## config.mk

```make
export PLATFORM = sky130hd
export DESIGN_NAME = regfile_write_arbiter
export DESIGN_NICKNAME = d
export VERILOG_FILES = /design/src/rtl/regfile_pkg.sv /design/src/rtl/regwr_starve_counter.sv /design/src/rtl/regfile_write_arbiter.sv
export SDC_FILE = /design/constraint.sdc
export NUM_CORES = 1
export LEC_CHECK = 0
export BUFFER_PORTS_ARGS = -buffer_cell sky130_fd_sc_hd__buf_2
export CORE_MARGIN = 2
export CORE_UTILIZATION = 25
export DETAILED_ROUTE_END_ITERATION = 6
export GPL_TIMING_DRIVEN = 0
export SLEW_MARGIN = 0
export SYNTH_ARGS = -nofsm -noshare
export SYNTH_HDL_FRONTEND = slang
export SYNTH_HIERARCHICAL = 1
export SYNTH_SLANG_ARGS = --single-unit
```

## constraint.sdc

```tcl
create_clock -name clk -period 3.88 [get_ports clk]
set_input_delay 0.388 -clock clk [delete_from_list [all_inputs] [get_ports clk]]
set_output_delay 0.388 -clock clk [all_outputs]
set_load 0.01 [all_outputs]
```

## src/rtl/regfile_pkg.sv

```systemverilog
// Shared register-file constants and the write-request record used by the write-port arbiter.
package regfile_pkg;
  localparam int XLEN      = 32;
  localparam int NUM_REGS  = 5;
  localparam int REG_IDX_W = 5;
  localparam logic [REG_IDX_W-1:0] REG_ZERO = '0;

  typedef struct packed {
    logic [REG_IDX_W-1:0] rd;
    logic [XLEN-1:0]      data;
  } wr_req_t;

  // r0 and unimplemented indices are "null" destinations that never reach the register file
  function automatic logic real_rd(input logic [REG_IDX_W-1:0] rd);
    return (rd != REG_ZERO) && (int'(rd) < NUM_REGS);
  endfunction
endpackage

```

## src/rtl/regwr_starve_counter.sv

```systemverilog
// Saturating count of consecutive ALU conflict losses; at_limit forces the next conflict to the ALU.
module regwr_starve_counter #(
  parameter int LIMIT = 4
) (
  input  logic clk,
  input  logic rst_n,
  input  logic clear,
  input  logic inc,
  output logic at_limit
);
  logic [3:0] count;

  always_ff @(posedge clk or negedge rst_n) begin
    if (!rst_n)
      count <= '0;
    else if (clear)
      count <= '0;
    else if (inc && !at_limit)
      count <= count + 4'd1;
  end

  assign at_limit = (count == 4'(LIMIT));
endmodule

```

## src/rtl/regfile_write_arbiter.sv

```systemverilog
// Arbitrates the single register-file write port between ALU writeback and LSU load data.
// Define REGWR_SCOREBOARD_EN to track outstanding loads and stall ALU writes to pending registers.
module regfile_write_arbiter
  import regfile_pkg::*;
#(
  parameter int STARVE_LIMIT = 4
) (
  input  logic                 clk,
  input  logic                 rst_n,
  input  logic                 alu_valid,
  output logic                 alu_ready,
  input  logic [REG_IDX_W-1:0] alu_rd,
  input  logic [XLEN-1:0]      alu_data,
  input  logic                 lsu_valid,
  output logic                 lsu_ready,
  input  logic [REG_IDX_W-1:0] lsu_rd,
  input  logic [XLEN-1:0]      lsu_data,
  output logic [REG_IDX_W-1:0] write_register,
`ifdef REGWR_SCOREBOARD_EN
  input  logic                 lsu_issue,
  input  logic [REG_IDX_W-1:0] lsu_issue_rd,
  output logic [NUM_REGS-1:0]  rd_pending,
`endif
  output logic [XLEN-1:0]      write_value
);
  logic    alu_real, lsu_real, alu_hazard, alu_cand, conflict;
  logic    grant_alu, grant_lsu, at_limit;
  wr_req_t wr_q;

`ifdef REGWR_SCOREBOARD_EN
  logic [NUM_REGS-1:0] pending_next;

  always_comb begin
    alu_hazard = 1'b0;
    for (int i = 1; i < NUM_REGS; i++)
      if (alu_rd == REG_IDX_W'(i) && rd_pending[i])
        alu_hazard = 1'b1;
  end

  // Clear on the accepting edge first, so a same-edge reissue to that rd keeps the bit set
  always_comb begin
    pending_next = rd_pending;
    for (int i = 1; i < NUM_REGS; i++) begin
      if (grant_lsu && lsu_rd == REG_IDX_W'(i))
        pending_next[i] = 1'b0;
      if (lsu_issue && lsu_issue_rd == REG_IDX_W'(i))
        pending_next[i] = 1'b1;
    end
    pending_next[0] = 1'b0;
  end

  always_ff @(posedge clk or negedge rst_n) begin
    if (!rst_n)
      rd_pending <= '0;
    else
      rd_pending <= pending_next;
  end
`else
  assign alu_hazard = 1'b0;
`endif

  always_comb begin
    alu_real  = alu_valid && real_rd(alu_rd);
    lsu_real  = lsu_valid && real_rd(lsu_rd);
    alu_cand  = alu_real && !alu_hazard;
    conflict  = alu_cand && lsu_real;
    grant_alu = alu_cand && (!lsu_real || at_limit);
    grant_lsu = lsu_real && !(conflict && at_limit);
    alu_ready = (alu_valid && !real_rd(alu_rd)) || grant_alu;
    lsu_ready = (lsu_valid && !real_rd(lsu_rd)) || grant_lsu;
  end

  regwr_starve_counter #(.LIMIT(STARVE_LIMIT)) u_starve (
    .clk      (clk),
    .rst_n    (rst_n),
    .clear    (!alu_valid || alu_ready),
    .inc      (conflict),
    .at_limit (at_limit)
  );

  always_ff @(posedge clk or negedge rst_n) begin
    if (!rst_n)
      wr_q <= '0;
    else if (grant_lsu)
      wr_q <= '{rd: lsu_rd, data: lsu_data};
    else if (grant_alu)
      wr_q <= '{rd: alu_rd, data: alu_data};
    else
      wr_q <= '0;
  end

  assign write_register = wr_q.rd;
  assign write_value    = wr_q.data;
endmodule

```

==> impl_metrics.json, run 1 <==
{
  "outcome": "completed",
  "fin_crit_ns": 2.434,
  "core_mm2": 0.006719,
  "drtAntennaViolNets": 0,
  "clock_latency_ns": 0.29,
  "endpoint_kind": "register",
  "synth_seq_cells": 41,
  "final_cell_mix": "119 x buf_2, 41 x dfrtp_1, 34 x a22o_1",
  "synth_warnings": 6,
  "n_antenna_cell": 0,
  "initial_utilization_pct": 25.57,
  "cts.sinks": 41,
  "synth_area_per_cell_um2": 13.21,
  "place_ws_ns": 1.103,
  "finalWeightedCongestion": 0.7206,
  "antenna_found_initial": 0,
  "grt.total_usage_pct": 11.43,
  "max_slew_margin_pct": 28.55,
  "nNetsFinal": 334,
  "placed_area_mm2": 0.002402,
  "io_pins": 117,
  "cts_buffer_depth": 2,
  "ctsHoldBuffers": 0,
  "synth_cell_type_count": 28,
  "hpwl_mm": 3.442,
  "cp.required_ns": 4.10,
  "cts_setup_buffers": 0,
  "synthMuxAreaShare_pct": 0,
  "wirelength_mm": 4.560,
  "cpMaxStageDelayCell": "nor4_1",
  "numPortBuffers": 116,
  "grt_pass1_vias": 1455,
  "clk_pin_slew_worst_paths_ns": 0.08,
  "crit_chain": "buf_2 -> o21a_1 -> or2_1 -> nor4_1 -> nand4_1 -> or3_1 -> a21oi_1",
  "vias_per_cell": 4.639,
  "synth_xor_area_share_pct": 0,
  "finalSetupViolCount": 0,
  "drv_slew": 0,
  "grt_overflow": 0,
  "cts.repair.resized": 0,
  "die_y_um": 86.90,
  "cts_tree": "built",
  "first_pass_iters": 4,
  "numCtsBuffers": 5,
  "synth_compound_area_share_pct": 22.00,
  "cp_top_family": "simple AND/OR/NAND/NOR gates",
  "routedWlPerCell_um": 13.61,
  "critPathBufInv": 1,
  "max_freq_ghz": 0.4109,
  "yosys.area_share.adder_pct": 1.457,
  "fin_cells": 335,
  "hp-class": "in -> async",
  "crit_fanout": 7,
  "rsz0062_at_grt": "false",
  "power_density_mw_per_mm2": 340.8,
  "finalSetupTns_ns": 0,
  "crit_type": "in -> reg",
  "final_common_cell": "buf_2",
  "netlist_instances": 130,
  "layout-drive-gt1-share_pct": 54.51,
  "power.leakage_nw": 1.367,
  "cp-startpoint": "alu_rd[1]",
  "vdd.ir_drop.worst_mv": 0.1063,
  "dr_total_vias": 1554,
  "grt_start_max_net_pins": 42,
  "htreeDepth": 2,
  "drc": 0,
  "syn-cell-area_mm2": 0.001718,
  "rows": 30,
  "yosysSeqAreaShare_pct": 59.72,
  "period_share_pct": 62.73,
  "grt_pass1_wl_mm": 6.644,
  "area_delta_synth_final_pct": 45.45,
  "die_w_um": 86.90,
  "cap_viol_max_count": 0,
  "setup_ws_ns": 1.446,
  "synth_top_family_by_area": "compound AO/OA/AOI/OAI gates",
  "worst_pin_slew_ns": 1.062,
  "cp_data_arrival_time_ns": 2.65,
  "skew_ns": 0.005701,
  "cpPeakStageDelay_ns": 0.92,
  "fin_util_pct": 37.19,
  "cp-start-kind": "primary input",
  "dpl.cell_count": 327,
  "rr_startpoint": "u_starve/count[0]$_DFFE_PN0P_",
  "fin_area_mm2": 0.002499,
  "hold_viol": 0,
  "drt_iter0_drc": 25,
  "synth_simple_gate_area_share_pct": 12.24,
  "dieArea_mm2": 0.007551,
  "cts-root-buf": "clkbuf_8"
}
flip-flops by register name, summed over array words and instances, names as in the netlist:
name / cells
u_starve/count: 4
write_register: 5
write_value: 32
metal layers:
| metal | wire (µm) | GRT usage [%] | vias up |
|---|---|---|---|
| li1 | - | - | 739 |
| met1 | 1868 | 12.81 | 734 |
| met2 | 2274 | 20.47 | 73 |
| met3 | 333 | 3.033 | 8 |
| met4 | 83 | 4.545 | 0 |
| met5 | 0 | 0 | - |
stage by stage:
step	power, mW	hold slack [ns]
6_report	0.8515	0.2337
5_1_grt	0.8929	0.2932
4_1_cts	0.8653	0.2660
3_5_place_dp	0.5632	0.5392
3_3_place_gp	0.5608	0.5317
2_1_floorplan	0.4922	0.09241
logic make-up (layout without fill, tap and decap cells):
kind of cell | after synthesis | count (layout)
flip-flops | 41 | 41
AND/OR/NAND/NOR | 30 | 30
other | 1 | 2
buffers and inverters | 11 | 135
AO/OA/AOI/OAI | 45 | 45
adder cells (fa/ha/maj) | 2 | 2
synthesized netlist by cell type:
cell | count | share of area [%]
o21a_1 | 2 | 0.87
nor2_1 | 4 | 0.87
ha_1 | 2 | 1.5
nor4_1 | 1 | 0.36
inv_1 | 2 | 0.44
buf_6 | 4 | 2.6
a21o_2 | 2 | 1.0
a31o_1 | 1 | 0.51
nand3_1 | 3 | 0.87
a21boi_0 | 1 | 0.44
nor3_1 | 7 | 2.0
a22o_1 | 34 | 17
or3_1 | 3 | 1.1
nand2_1 | 2 | 0.44
nor3_2 | 2 | 1.2
conb_1 | 1 | 0.22
or2_1 | 2 | 0.73
nand4_1 | 1 | 0.36
nor4_2 | 1 | 0.73
nand3b_4 | 1 | 1.2
buf_2 | 3 | 0.87
a21oi_1 | 4 | 1.2
clkbuf_1 | 1 | 0.22
inv_2 | 1 | 0.22
dfrtp_1 | 41 | 60
nor4b_4 | 1 | 1.4
o41a_1 | 1 | 0.66
or3b_1 | 2 | 1.0
path summary, 6_finish.rpt:
path	cells after the start	to	slack [ns]
setup / recovery	7	u_starve/count[3]$_DFFE_PN0P_	1.45
hold / removal	1	write_value[2]$_DFF_PN0_	0.23
setup reg to reg	8	write_value[13]$_DFF_PN0_	1.92
hold reg to reg	2	u_starve/count[3]$_DFFE_PN0P_	0.56
max in group asynchronous	1	write_value[20]$_DFF_PN0_	3.07
min in group clk	2	write_value[24]$_DFF_PN0_	0.30
report_power, final:
part	switching [mW]	internal, mW	total, mW
registers	0.00315	0.441	0.444
clock network	0.155	0.144	0.299
logic	0.0536	0.0551	0.109
total	0.211	0.640	0.852
layout make-up:
type	count	area (µm²)
clock buffers	6	82.58
clock inverters	2	13.76
plain buffers	8	63.81
inverters	3	11.26
repair buffers	116	580.6
well taps	80	100.1
multi-input cells	79	620.6
fillers	683	4220
flip-flops and latches	41	1026
Note: power is estimated with default switching activity, not from simulation.
==> run 2: changes to the inputs <==
==> constraint.sdc (replaced) <==
create_clock -name clk -period 2.15 [get_ports clk]
set_input_delay 0.215 -clock clk [delete_from_list [all_inputs] [get_ports clk]]
set_output_delay 0.215 -clock clk [all_outputs]
set_load 0.01 [all_outputs]
==> run 2 against run 1 <==
  * Final area up 1.9%
  * Largest power group unchanged
  * Non-clock buffer count up 4
  * Wire length up 1.2%
  * Core utilization up 0.69 points
  * Register-to-register slack worse by 1.6 ns
  * Sequential power up 80%
  * Sequential cell count unchanged
  * Global-route usage up 0.080 points
  * Clock power up 80%
  * Largest cell class unchanged
==> impl_metrics.json, run 2 (synthesized netlist as in run 1, its figures left out) <==
{
  "dr_total_vias": 1570,
  "clock_latency_ns": 0.29,
  "power.leakage_nw": 1.389,
  "cts_buffer_depth": 2,
  "finalSetupViolCount": 0,
  "critPathBufInv": 3,
  "fillers": 679,
  "sw_frac_of_total_pct": 24.86,
  "hpwl_mm": 3.442,
  "cts_tree": "built",
  "dpl.cell_count": 327,
  "numPortBuffers": 116,
  "p_clk_share_pct": 35.1,
  "drtAntennaViolNets": 0,
  "clk_pin_slew_worst_paths_ns": 0.08,
  "htreeDepth": 2,
  "worst-path-stages": 7,
  "cpPeakStageDelay_ns": 0.38,
  "fin_util_pct": 37.88,
  "reg2reg_to": "write_value[13]$_DFF_PN0_",
  "cts-root-buf": "clkbuf_8",
  "cp_data_arrival_time_ns": 1.86,
  "routedWlPerCell_um": 13.61,
  "ctsHoldBuffers": 0,
  "antenna_found_initial": 0,
  "n_antenna_cell": 0,
  "cp-start-kind": "register",
  "rr_startpoint": "u_starve/count[0]$_DFFE_PN0P_",
  "outcome": "completed",
  "layout-drive-gt1-share_pct": 57.14,
  "cap_viol_max_count": 0,
  "nNetsFinal": 338,
  "first_pass_iters": 4,
  "seq_area_mm2": 0.001026,
  "grt_pass1_vias": 1471,
  "largest_reg_flops": 32,
  "crit_fanout": 5,
  "rows": 30,
  "vdd.ir_drop.worst_mv": 0.1913,
  "rr_worst_depth": 8,
  "cts.sinks": 41,
  "power_density_mw_per_mm2": 604.3,
  "worstSetupEndpoint": "alu_ready",
  "drt_iter0_drc": 29,
  "area_delta_synth_final_pct": 48.14,
  "cp_top_family": "simple AND/OR/NAND/NOR gates",
  "hp-class": "in -> async",
  "max_slew_margin_pct": 37.78,
  "finalWeightedCongestion": 0.7206,
  "drv_slew": 0,
  "final_common_cell": "buf_2",
  "numCtsBuffers": 5,
  "grt_start_max_net_pins": 42,
  "max_freq_ghz": 0.4831,
  "crit_chain": "inv_2 -> ha_2 -> nand3b_4 -> inv_4 -> or3_4 -> o41a_1 -> buf_2",
  "die_w_um": 86.90,
  "cp.required_ns": 1.93,
  "io_pins": 117,
  "wirelength_mm": 4.613,
  "cpMaxStageDelayCell": "or3_4",
  "die_y_um": 86.90,
  "crit_type": "reg -> out",
  "endpoint_kind": "output port",
  "multi_input_area_um2": 634.4,
  "final_cell_mix": "119 x buf_2, 41 x dfrtp_1, 34 x a22o_1",
  "drc": 0,
  "core_mm2": 0.006719,
  "dieArea_mm2": 0.007551,
  "fin_cells": 339,
  "cp-startpoint": "u_starve/count[0]$_DFFE_PN0P_",
  "p_int_mw": 1.156,
  "worst_pin_slew_ns": 0.9333,
  "pwr-share-comb_pct": 12.9,
  "fin_crit_ns": 2.070,
  "skew_ns": 0.006095,
  "grt_pass1_wl_mm": 6.693,
  "rsz0062_at_grt": "false",
  "grt.total_usage_pct": 11.51,
  "switching_power_uw": 382.3,
  "vias_per_cell": 4.631,
  "rrSetupSlack_ns": 0.32,
  "grt_overflow": 0,
  "period_share_pct": 96.28,
  "initial_utilization_pct": 25.57,
  "hold_viol": 0,
  "seq_power_share_pct": 52.1
}
run 2: cell count changes in the layout (fill, tap and decap cells not counted), sizes merged:
cell  delta
buf      +4
run 2: area by class of cell:
cell class                      count  share of cell area, %
Buffer                              8                  2.507
Clock buffer                        6                  3.245
Clock inverter                      2                 0.5408
Inverter                            3                 0.5408
Multi-Input combinational cell     79                  24.93
Sequential cell                    41                  40.31
Tap cell                           80                  3.933
Timing Repair Buffer              120                  23.99
run 2: repair_timing:
| action | in CTS | in global routing |
|---|---|---|
| buffers inserted | 2 | 2 |
| endpoints found under the setup margin | 2 | 2 |
| resized for setup | 2 | 4 |
| pin swaps | 1 | 0 |
run 2: how the worst min path moves through the flow:
| stage | to | start |
|---|---|---|
| 3_5_place_dp | write_value[2]$_DFF_PN0_ | rst_n |
| 5_1_grt | write_value[24]$_DFF_PN0_ | alu_data[24] |
| 2_1_floorplan | u_starve/count[0]$_DFFE_PN0P_ | rst_n |
| 4_1_cts | write_value[22]$_DFF_PN0_ | rst_n |
| 3_3_place_gp | write_value[10]$_DFF_PN0_ | rst_n |
| 6_report | write_value[2]$_DFF_PN0_ | rst_n |
run 2: power by group through the flow:
stage                     clock (mW)  combinational (mW)  sequential, mW
after floorplan                    0              0.0566           0.832
after global placement             0               0.196           0.816
after detailed placement           0               0.200           0.817
after CTS                      0.560               0.201           0.801
after global routing           0.591               0.218           0.803
final                          0.539               0.198           0.801
run 2: layer usage:
layer	GRT usage, %	vias to the layer above	share of wire [%]
li1	-	744	-
met1	12.81	749	41
met2	20.75	69	50
met3	3.033	8	7.1
met4	4.545	0	1.8
met5	0	-	0
run 2: per-stage QoR:
step	hold slack [ns]	TNS, ns	cell area (µm²)	power (mW)	worst slack, ns
finish	0.06246	0	2545	1.538	0.07997
detailed placement	0.4151	-0.7294	2402	1.016	-0.4541
global route	0.1202	0	2545	1.613	0.008048
CTS	0.09304	0	2522	1.563	0.009220
global placement	0.3940	-0.2976	2402	1.012	-0.2976
floorplan	-0.08059	0	1722	0.8882	0.07291
==> run 3: changes to the inputs <==
--- a/config.mk
+++ b/config.mk
@@ -5,6 +5,7 @@
 export SDC_FILE = /design/constraint.sdc
 export NUM_CORES = 1
 export LEC_CHECK = 0
+export ABC_AREA = 1
 export BUFFER_PORTS_ARGS = -buffer_cell sky130_fd_sc_hd__buf_2
 export CORE_MARGIN = 2
 export CORE_UTILIZATION = 25
==> run 3 against run 2 <==
  * Register-to-register slack improved by 0.16 ns
  * Die area grew 15%
  * First-iteration DRC count increased by 66%
  * Sequential power about the same
  * Via count increased by 24%
  * Total power increased by 0.68%
  * Largest cell class unchanged
  * Global-route usage up 1.8 points
  * Combinational power grew 8%
  * Sequential share of layout area down 3.9 points
  * Hold slack worse by 0.0021 ns
  * Critical endpoint unchanged
  * Clock-buffer cell count is the same
  * Synthesized cell count up 68%
==> impl_metrics.json, run 3 <==
{
  "outcome": "completed",
  "dr_total_vias": 1950,
  "fillers": 824,
  "dieArea_mm2": 0.008703,
  "hold_viol": 0,
  "cp.required_ns": 1.93,
  "synth_seq_cells": 41,
  "grt_pass1_vias": 1888,
  "initial_utilization_pct": 25.79,
  "die_w_um": 93.29,
  "fin_crit_ns": 1.999,
  "drtAntennaViolNets": 0,
  "skew_ns": 0.01084,
  "numCtsBuffers": 5,
  "drv_slew": 0,
  "vias_per_cell": 4.372,
  "finalWeightedCongestion": 0.7658,
  "io_pins": 117,
  "syn-cell-area_mm2": 0.001993,
  "synth_edf_count": 0,
  "drc": 0,
  "finalSetupTns_ns": 0,
  "final_common_cell": "buf_2",
  "hpwl_mm": 4.269,
  "cts_tree": "built",
  "area_delta_synth_final_pct": 41.18,
  "synth_area_per_cell_um2": 9.143,
  "synth_most_common_cell": "nand3_1",
  "grt.total_usage_pct": 13.31,
  "netlist_instances": 218,
  "n_antenna_cell": 0,
  "power_density_mw_per_mm2": 550.2,
  "synth_warnings": 6,
  "numPortBuffers": 116,
  "max_slew_margin_pct": 37.22,
  "finalSetupViolCount": 0,
  "cts.sinks": 41,
  "synth_xor_area_share_pct": 0,
  "endpoint_kind": "output port",
  "first_pass_iters": 4,
  "synth_cell_type_count": 19,
  "routedWlPerCell_um": 12.68,
  "ctsHoldBuffers": 0,
  "power.leakage_nw": 1.652,
  "drt_iter0_drc": 48,
  "cp-start-kind": "register",
  "rrSetupSlack_ns": 0.48,
  "yosys.area_share.adder_pct": 1.255,
  "fin_area_mm2": 0.002814,
  "synth_top_area_share_pct": 51.48,
  "core_mm2": 0.007727,
  "period_share_pct": 92.98,
  "async_reset_ff_share_pct": 100.0,
  "largest_reg_flops": 32,
  "grt_pass1_wl_mm": 8.928,
  "ys.flop_type": "dfrtp_1",
  "cp_data_arrival_time_ns": 1.78,
  "place_ws_ns": 0.3920,
  "worst_pin_slew_ns": 0.9417,
  "htreeDepth": 2,
  "yosysSeqAreaShare_pct": 51.48,
  "fin_util_pct": 36.42,
  "synth_simple_gate_area_share_pct": 37.73,
  "nNetsFinal": 423,
  "setup_ws_ns": 0.1509,
  "cap_viol_max_count": 0,
  "netlist_top_cells_count": "74 x nand3_1, 43 x nand2_1, 41 x dfrtp_1",
  "seq_area_mm2": 0.001026,
  "wirelength_mm": 5.656,
  "synth_top_family_by_area": "simple AND/OR/NAND/NOR gates",
  "vdd.ir_drop.worst_mv": 0.2178,
  "rows": 32,
  "cts-root-buf": "clkbuf_8",
  "clock_latency_ns": 0.29,
  "synth_compound_area_share_pct": 1.255,
  "synthTopCellsByArea": "dfrtp_1 51%, nand3_1 19%, nand2_1 8.1%, buf_6 5.1%, inv_1 2.3%",
  "rsz0062_at_grt": "false",
  "yosysTopAreaCell": "dfrtp_1",
  "layout-drive-gt1-share_pct": 43.90,
  "crit_fanout": 9,
  "final_cell_mix": "119 x buf_2, 74 x nand3_1, 43 x nand2_1",
  "max_freq_ghz": 0.5002,
  "grt_overflow": 0,
  "grt_start_max_net_pins": 42,
  "crit_type": "reg -> out",
  "antenna_found_initial": 0,
  "synthMuxAreaShare_pct": 0,
  "die_y_um": 93.29,
  "power.total_mw": 1.548,
  "clk_pin_slew_worst_paths_ns": 0.08,
  "placed_area_mm2": 0.002705,
  "hp-class": "in -> async",
  "cts_buffer_depth": 2,
  "multi_input_area_um2": 814.5
}
[run 3: worst paths after layout]
path / from / end / cells after the start
max: u_starve/count[0]$_DFFE_PN0P_ / alu_ready / 9
min: rst_n / write_register[4]$_DFF_PN0_ / 1
max reg2reg: u_starve/count[0]$_DFFE_PN0P_ / write_register[0]$_DFF_PN0_ / 9
min reg2reg: u_starve/count[2]$_DFFE_PN0P_ / u_starve/count[2]$_DFFE_PN0P_ / 2
max in group asynchronous: rst_n / write_value[0]$_DFF_PN0_ / 1
min in group clk: alu_data[22] / write_value[22]$_DFF_PN0_ / 3
[run 3: timing repair]
| item | in CTS | in global routing |
|---|---|---|
| endpoints found under the setup margin | 0 | 2 |
| gates resized for setup | 0 | 1 |
| buffers inserted | 0 | 1 |
[run 3: final cells by class]
type / instances / share of cell area (%)
timing repair buffer: 117 / 20.90
inverter: 12 / 1.601
clock buffer: 6 / 2.935
buffer: 12 / 4.135
multi-input combinational: 154 / 28.95
tap: 102 / 4.535
sequential: 41 / 36.46
clock inverter: 2 / 0.4891
[run 3: power by group]
group | switching, mW | internal [mW]
Sequential | 0.00609 | 0.796
Combinational | 0.117 | 0.0973
Clock | 0.272 | 0.260
Total | 0.395 | 1.15
[run 3: stage by stage]
step	instances	hold slack (ns)
floorplan	219	-0.08059
global placement	437	0.4251
detailed placement	437	0.4184
CTS	445	0.08839
global route	446	0.1359
finish	446	0.06040
[run 3: routing by layer]
layer | track usage (%) | part of all wire (%)
met1 | 16.13 | 43
met2 | 23.08 | 49
met3 | 3.223 | 7.2
met4 | 4.412 | 0.85
met5 | 0 | 0
[run 3: cells by family (layout without fill, tap and decap cells)]
logic type | after synthesis | count (layout)
adders and majority gates | 2 | 2
AOI/OAI and AO/OA | 5 | 5
and+or+nand+nor | 145 | 145
DFF | 41 | 41
other | 1 | 2
buffers and inverters | 24 | 149
[run 3: critical path: stages, from the launching register on]
cell	delay (ns)
dfrtp_1	0.40
inv_1	0.10
ha_1	0.15
nand2_1	0.09
nor2_4	0.15
inv_1	0.11
nand4_4	0.17
nor2_1	0.06
nor2_1	0.12
buf_2	0.15
